[src/rtl/cost_pkg.sv]
// Shared definitions for the epoch-level cost controller: FSM encoding,
// default word geometry and the fixed-point ONE constant.
package cost_pkg;

  typedef enum logic [2:0] {
    IDLE   = 3'd0,
    CLR    = 3'd1,
    RUN    = 3'd2,
    EVAL   = 3'd3,
    REPORT = 3'd4,
    DONE   = 3'd5
  } state_t;

  localparam int DEF_WIDTH = 32;
  localparam int DEF_FRAC  = 24;

  // 1.0 in the default fixed-point format.
  localparam int ONE = 1 << DEF_FRAC;

endpackage

[src/rtl/cost_epoch_ctrl_if.sv]
// Signal bundle between the cost epoch controller, the external accumulator
// and the host. Optional best-epoch ports exist only with COST_BEST_TRACK_EN.
interface cost_epoch_ctrl_if import cost_pkg::*; #(
  parameter int WIDTH = DEF_WIDTH,
  parameter int EPW   = 16
);

  logic                    start;
  logic signed [WIDTH-1:0] i_thr;
  logic                    i_smp_valid;
  logic                    o_smp_ready;
  logic                    o_acc_en;
  logic                    o_acc_clr;
  logic signed [WIDTH-1:0] i_cost;
  logic signed [WIDTH-1:0] o_mean;
  logic [EPW-1:0]          o_epoch;
  logic                    o_valid;
  logic                    i_ready;
  logic                    o_conv;
  logic                    o_done;
  logic                    o_busy;
  state_t                  dbg_state;
`ifdef COST_BEST_TRACK_EN
  logic signed [WIDTH-1:0] o_best;
  logic [EPW-1:0]          o_best_epoch;
`endif

  // Handshakes: a transfer happens on a rising edge where valid and ready are
  // both high (i_smp_valid/o_smp_ready for samples, o_valid/i_ready for
  // reports); a raised valid and its payload stay stable until that edge.

  modport slave (
    input  start, i_thr, i_smp_valid, i_cost, i_ready,
    output o_smp_ready, o_acc_en, o_acc_clr, o_mean, o_epoch, o_valid,
           o_conv, o_done, o_busy, dbg_state
`ifdef COST_BEST_TRACK_EN
    , output o_best, o_best_epoch
`endif
  );

  modport master (
    output start, i_thr, i_smp_valid, i_cost, i_ready,
    input  o_smp_ready, o_acc_en, o_acc_clr, o_mean, o_epoch, o_valid,
           o_conv, o_done, o_busy, dbg_state
`ifdef COST_BEST_TRACK_EN
    , input o_best, o_best_epoch
`endif
  );

endinterface

[src/rtl/cost_epoch_ctrl.sv]
// Epoch controller for the squared-error cost accumulator: clears it per epoch,
// averages its result, reports to the host, stops on convergence or epoch limit.
// Optional best-epoch tracking is enabled by defining COST_BEST_TRACK_EN.
module cost_epoch_ctrl
  import cost_pkg::*;
#(
  parameter int WIDTH     = DEF_WIDTH,
  parameter int FRAC      = DEF_FRAC,
  parameter int LOG2_N    = 4,
  parameter int EPW       = 16,
  parameter int MAX_EPOCH = 1000
) (
  input logic              clk,
  input logic              rst,
  cost_epoch_ctrl_if.slave bus
);

  if (FRAC >= WIDTH || MAX_EPOCH < 1 || MAX_EPOCH > (2**EPW) - 1 || LOG2_N < 1) begin : g_param_check
    $error("cost_epoch_ctrl: illegal parameter combination");
  end

  state_t                  state_q, state_d;
  logic [LOG2_N-1:0]       cnt_q;
  logic signed [WIDTH-1:0] thr_q;
  logic signed [WIDTH-1:0] mean_q;
  logic [EPW-1:0]          epoch_q;
  logic                    conv_q;
  logic                    start_ok;
  logic                    smp_ready;
  logic                    acc_en;
  logic signed [WIDTH-1:0] mean_next;

  // Arithmetic shift on the signed accumulator output rounds toward -inf.
  assign mean_next = bus.i_cost >>> LOG2_N;
  assign acc_en    = bus.i_smp_valid & smp_ready;

  always_comb begin
    state_d       = state_q;
    start_ok      = 1'b0;
    smp_ready     = 1'b0;
    bus.o_acc_clr = 1'b0;
    bus.o_valid   = 1'b0;
    bus.o_done    = 1'b0;
    bus.o_busy    = 1'b1;
    case (state_q)
      IDLE: begin
        bus.o_busy = 1'b0;
        if (bus.start) begin
          start_ok = 1'b1;
          state_d  = CLR;
        end
      end
      CLR: begin
        bus.o_acc_clr = 1'b1;
        state_d       = RUN;
      end
      RUN: begin
        smp_ready = 1'b1;
        if (bus.i_smp_valid && cnt_q == '1) state_d = EVAL;
      end
      EVAL: state_d = REPORT;
      REPORT: begin
        bus.o_valid = 1'b1;
        if (bus.i_ready) begin
          state_d = (conv_q || epoch_q == EPW'(MAX_EPOCH)) ? DONE : CLR;
        end
      end
      DONE: begin
        bus.o_busy = 1'b0;
        bus.o_done = 1'b1;
        if (bus.start) begin
          start_ok = 1'b1;
          state_d  = CLR;
        end
      end
      default: state_d = IDLE;
    endcase
  end

  always_ff @(posedge clk or negedge rst) begin
    if (!rst) begin
      state_q <= IDLE;
      cnt_q   <= '0;
      thr_q   <= '0;
      mean_q  <= '0;
      epoch_q <= '0;
      conv_q  <= 1'b0;
    end else begin
      state_q <= state_d;
      if (start_ok) begin
        thr_q   <= bus.i_thr;
        epoch_q <= '0;
        conv_q  <= 1'b0;
      end
      if (state_q == CLR) begin
        cnt_q <= '0;
      end else if (acc_en) begin
        cnt_q <= cnt_q + LOG2_N'(1);
      end
      if (state_q == EVAL) begin
        mean_q  <= mean_next;
        conv_q  <= mean_next < thr_q;
        epoch_q <= epoch_q + EPW'(1);
      end
    end
  end

`ifdef COST_BEST_TRACK_EN
  logic signed [WIDTH-1:0] best_q;
  logic [EPW-1:0]          best_epoch_q;

  // Strict less-than keeps the earlier epoch on ties.
  always_ff @(posedge clk or negedge rst) begin
    if (!rst) begin
      best_q       <= '0;
      best_epoch_q <= '0;
    end else if (start_ok) begin
      best_q       <= '0;
      best_epoch_q <= '0;
    end else if (state_q == EVAL && (epoch_q == '0 || mean_next < best_q)) begin
      best_q       <= mean_next;
      best_epoch_q <= epoch_q + EPW'(1);
    end
  end

  assign bus.o_best       = best_q;
  assign bus.o_best_epoch = best_epoch_q;
`endif

  assign bus.o_smp_ready = smp_ready;
  assign bus.o_acc_en    = acc_en;
  assign bus.o_mean      = mean_q;
  assign bus.o_epoch     = epoch_q;
  assign bus.o_conv      = conv_q;
  assign bus.dbg_state   = state_q;

endmodule
[src/flat_wrapper.sv]
// flat-port wrapper written by rule: the top's interface ports become plain ports
module cost_epoch_ctrl_flat import cost_pkg::*;
#(
  parameter int WIDTH     = DEF_WIDTH,
  parameter int FRAC      = DEF_FRAC,
  parameter int LOG2_N    = 4,
  parameter int EPW       = 16,
  parameter int MAX_EPOCH = 1000
)
  (clk, rst, bus_start, bus_i_thr, bus_i_smp_valid, bus_i_cost, bus_i_ready, bus_o_smp_ready, bus_o_acc_en, bus_o_acc_clr, bus_o_mean, bus_o_epoch, bus_o_valid, bus_o_conv, bus_o_done, bus_o_busy, bus_dbg_state);
  cost_epoch_ctrl_if #(.WIDTH(WIDTH), .EPW(EPW)) bus_i ();
  input logic clk;
  input logic rst;
  input wire logic [$bits(bus_i.start)-1:0] bus_start;
  input wire logic [$bits(bus_i.i_thr)-1:0] bus_i_thr;
  input wire logic [$bits(bus_i.i_smp_valid)-1:0] bus_i_smp_valid;
  input wire logic [$bits(bus_i.i_cost)-1:0] bus_i_cost;
  input wire logic [$bits(bus_i.i_ready)-1:0] bus_i_ready;
  output wire logic [$bits(bus_i.o_smp_ready)-1:0] bus_o_smp_ready;
  output wire logic [$bits(bus_i.o_acc_en)-1:0] bus_o_acc_en;
  output wire logic [$bits(bus_i.o_acc_clr)-1:0] bus_o_acc_clr;
  output wire logic [$bits(bus_i.o_mean)-1:0] bus_o_mean;
  output wire logic [$bits(bus_i.o_epoch)-1:0] bus_o_epoch;
  output wire logic [$bits(bus_i.o_valid)-1:0] bus_o_valid;
  output wire logic [$bits(bus_i.o_conv)-1:0] bus_o_conv;
  output wire logic [$bits(bus_i.o_done)-1:0] bus_o_done;
  output wire logic [$bits(bus_i.o_busy)-1:0] bus_o_busy;
  output wire logic [$bits(bus_i.dbg_state)-1:0] bus_dbg_state;
  assign bus_i.start = bus_start;
  assign bus_i.i_thr = bus_i_thr;
  assign bus_i.i_smp_valid = bus_i_smp_valid;
  assign bus_i.i_cost = bus_i_cost;
  assign bus_i.i_ready = bus_i_ready;
  assign bus_o_smp_ready = bus_i.o_smp_ready;
  assign bus_o_acc_en = bus_i.o_acc_en;
  assign bus_o_acc_clr = bus_i.o_acc_clr;
  assign bus_o_mean = bus_i.o_mean;
  assign bus_o_epoch = bus_i.o_epoch;
  assign bus_o_valid = bus_i.o_valid;
  assign bus_o_conv = bus_i.o_conv;
  assign bus_o_done = bus_i.o_done;
  assign bus_o_busy = bus_i.o_busy;
  assign bus_dbg_state = bus_i.dbg_state;
  cost_epoch_ctrl #(.WIDTH(WIDTH), .FRAC(FRAC), .LOG2_N(LOG2_N), .EPW(EPW), .MAX_EPOCH(MAX_EPOCH)) u_core (.clk(clk), .rst(rst), .bus(bus_i));
endmodule
[config.mk]
export PLATFORM = sky130hd
export DESIGN_NAME = cost_epoch_ctrl_flat
export DESIGN_NICKNAME = d
export VERILOG_FILES = /design/src/rtl/cost_pkg.sv /design/src/rtl/cost_epoch_ctrl_if.sv /design/src/rtl/cost_epoch_ctrl.sv /design/src/flat_wrapper.sv
export SDC_FILE = /design/constraint.sdc
export NUM_CORES = 1
export LEC_CHECK = 0
export BUFFER_PORTS_ARGS = -buffer_cell sky130_fd_sc_hd__buf_2
export CAP_MARGIN = 20
export CELL_PAD_IN_SITES_DETAIL_PLACEMENT = 0
export CELL_PAD_IN_SITES_GLOBAL_PLACEMENT = 1
export CORE_AREA = 2 2 109 111
export CTS_BUF_LIST = sky130_fd_sc_hd__clkbuf_16
export CTS_CLUSTER_DIAMETER = 50
export DETAILED_ROUTE_END_ITERATION = 10
export DIE_AREA = 0 0 111 113
export PLACE_DENSITY = 0.89
export SETUP_SLACK_MARGIN = 0.15
export SKIP_LAST_GASP = 1
export SLEW_MARGIN = 20
export SYNTH_ARGS = -nofsm -noshare
export SYNTH_HDL_FRONTEND = slang
export SYNTH_SLANG_ARGS = --single-unit
[constraint.sdc]
create_clock -name clk -period 2.87 [get_ports clk]
set_input_delay 0.4305 -clock clk [delete_from_list [all_inputs] [get_ports clk]]
set_output_delay 0.4305 -clock clk [all_outputs]
set_load 0.02 [all_outputs]
==> run summary <==
Status: completed
Final period util: 0.770
Fmax: 0.452 GHz
DP HPWL: 7.62 mm
Worst slew pin tran: 0.772 ns
Synth area leaders: dfrtp_1, nand2_1, ha_1
CP Launch Type: register
Drt first pass iters: 5
Final hold vios: 0
Die Area: 12500 µm²
Clk slew on worst S/H paths: 0.06 ns
Nets@finish: 696
Mapped cell area: 4250 µm²
Hold Crit Class: input port to asynchronous set/reset pin
Worst reg2reg setup slack: 0.72 ns
Worst hold margin: 0.151 ns
Gate Count Post-Synth: 477
Buf+Inv Stages, Crit Path: 1
Initial Utilization: 0.377
Post-synthesis register bit count: 84
Detail Route Antenna Nets: 0
Top cell type's share of synthesized area: 0.494
CP Data Required Time: 2.44 ns
Kind of critical path: register to primary output
# resized after CTS: 0
Initial antenna violation count: 0
Pwr dens: 992 nW/µm²
Yosys warns: 0
Critical Path End Type: primary output
Sequential Area: 2100 µm²
Global-route wire length before repair: 17.6 mm
Fraction of layout cells with a size suffix above 1: 0.245
Chip width: 111 µm
CP peak stage delay: 0.45 ns
Synth area leader: dfrtp_1
Gr usage total: 0.175
GPL Wtd Cong: 0.776
CTS buffer count: 9
Most common cell after layout, fill and taps aside: nand2_1
Post-synth ARST share: 1.00
Worst-case headroom to the max-slew limit: 0.485
Area of the multi-input gates: 1900 µm²
Root Buffer: clkbuf_16
Synth cell types: 43
CP endpoint: bus_o_acc_en
Slowest CP cell: dfrtp_1
Die Ht: 113 µm
Number of cells on the critical path: 4
TritonCTS clock tree: yes
Row count: 39
Via count: 3662
Critical path startpoint: u_core.bus.dbg_state[0]
Period minus WS final: 2.21 ns
Number of remaining DRC errors: 0
Seq/Total Area, Yosys: 0.494
Core area: 11300 µm²
Max Fanout on Critical Path: 7
Final setup viols: 0
Worst Clk Skew: 0.00514 ns
Filler Cells Inserted: 1113
Largest net degree at the start of global routing: 85
Most frequent cells in the layout: nand2_1, buf_2, dfrtp_1
Slew Viols, Final: 0
Critical path cell sequence: or2_2 > nor2_1 > and2_1 > buf_2
Setup TNS: 0 ns
Number of flops mapped to enable cells by yosys: 0
Unrepaired setup endpoints after global routing: no
R2r startpoint: u_core.thr_q[21]
Post-CTS Hold Buffers: 0
CP Data Arrival Time: 1.78 ns
R2R cell count: 8
Syn-to-layout area delta: 24.2%
Port Buf Inserts: 122
Max-cap violations: 0
Crit path max-delay family: simple AND/OR/NAND/NOR gates
GR Overflow Total: 0
Ys flop type: dfrtp_1
Worst vdd ir: 0.490 mV
N_diodes: 0
Post-synthesis area per instance: 8.92 µm²
Num ports: 127
Static leakage: 2.76 nW
Clk_lat worst skew: 0.33 ns
Clock Tree Buf Depth: 2
Vias in the first global route: 3686
Initial DRC count: 209
Reg-to-Reg End: u_core.bus.o_conv
Avg WL per Cell: 14.0 µm
Clock sinks: 84
Vias per inst: 4.95
Post-CTS Setup Bufs: 0
WL final: 10.3 mm
CTS H-tree depth: 3
Post-Syn Nets: 580
## cells by family (layout without fill, tap and decap cells)
group                      count (synthesis)  count (layout)  share of synthesized area
and+or+nand+nor                          204             204                      0.205
AOI/OAI and AO/OA                         86              86                      0.121
DFF                                       84              84                      0.494
buffers and inverters                     60             180                     0.0603
adders and majority gates                 34              34                      0.100
xor gates and xnor gates                   5               5                     0.0103
muxes                                      4               4                    0.00941
## registers in the layout, summed over array words and instances (netlist names)
| signal | cells |
|---|---|
| u_core.thr_q | 32 |
| u_core.bus.o_mean | 28 |
| u_core.bus.o_epoch | 16 |
| u_core.cnt_q | 4 |
| u_core.bus.dbg_state | 3 |
| u_core.bus.o_conv | 1 |
## worst min-delay path by stage
stage                                     start                      end  cells after the start  slack, ns
after floorplan                             rst  u_core.bus.dbg_state[0]                      0       0.13
after global placement    u_core.bus.o_mean[18]    u_core.bus.o_mean[18]                      2       0.45
after detailed placement   u_core.bus.o_mean[8]     u_core.bus.o_mean[8]                      2       0.46
after CTS                         bus_i_thr[26]         u_core.thr_q[26]                      3       0.29
after global routing                        rst    u_core.bus.o_epoch[9]                      1       0.23
final                                       rst    u_core.bus.o_epoch[9]                      1       0.15
## through the flow
| step | instance area [µm²] | setup slack [ns] | power (W) | utilization | instances |
|---|---|---|---|---|---|
| floorplan | 4250 | 0.690 | 0.00339 | - | 477 |
| global placement | 4980 | 0.539 | 0.00400 | 0.442 | 725 |
| detailed placement | 4980 | 0.522 | 0.00409 | 0.442 | 725 |
| CTS | 5280 | 0.663 | 0.00531 | 0.468 | 740 |
| global route | 5280 | 0.564 | 0.00570 | 0.469 | 740 |
| finish | 5280 | 0.659 | 0.00524 | 0.469 | 740 |
## area by class of cell
cell class              instances  area share
clock buffers                   9      0.0426
clock inverters                 6      0.0142
inverters                      38      0.0270
multi-input cells             333       0.360
flip-flops and latches         84       0.398
well taps                     143      0.0339
repair buffers                127       0.124
## worst register-to-register path: stages, from the launching register on
cell     delay [ns]
dfrtp_1        0.36
inv_1          0.09
ha_1           0.25
a21oi_1        0.14
o21ai_0        0.10
a221o_1        0.32
a211o_1        0.24
or4b_1         0.52
nand2_1        0.07
## synth_stat cells, drive strengths merged (4+ instances only)
cell / count
ha: 34
o31ai: 4
nand4: 13
buf: 12
nor2: 21
mux2i: 4
inv: 38
nand3: 10
dfrtp: 84
clkbuf: 10
a21oi: 17
nand2: 141
o21ai: 50
## metal layers
| metal | wire length, µm | track usage | up-vias |
|---|---|---|---|
| met2 | 4860 | 0.290 | 102 |
| met3 | 642 | 0.0477 | 11 |
| met4 | 138 | 0.0533 | 0 |
| met5 | 0 | 0 | - |
| li1 | - | - | 1824 |
| met1 | 4710 | 0.225 | 1725 |
## where the power goes
part | leakage (nW) | switching, W | internal (W) | total (W)
Clock | 0.160 | 0.000440 | 0.000744 | 0.00118
Sequential | 1.06 | 0.000219 | 0.00165 | 0.00187
Combinational | 1.54 | 0.00142 | 0.000761 | 0.00218
No activity file was read; power rests on OpenSTA's default activity.
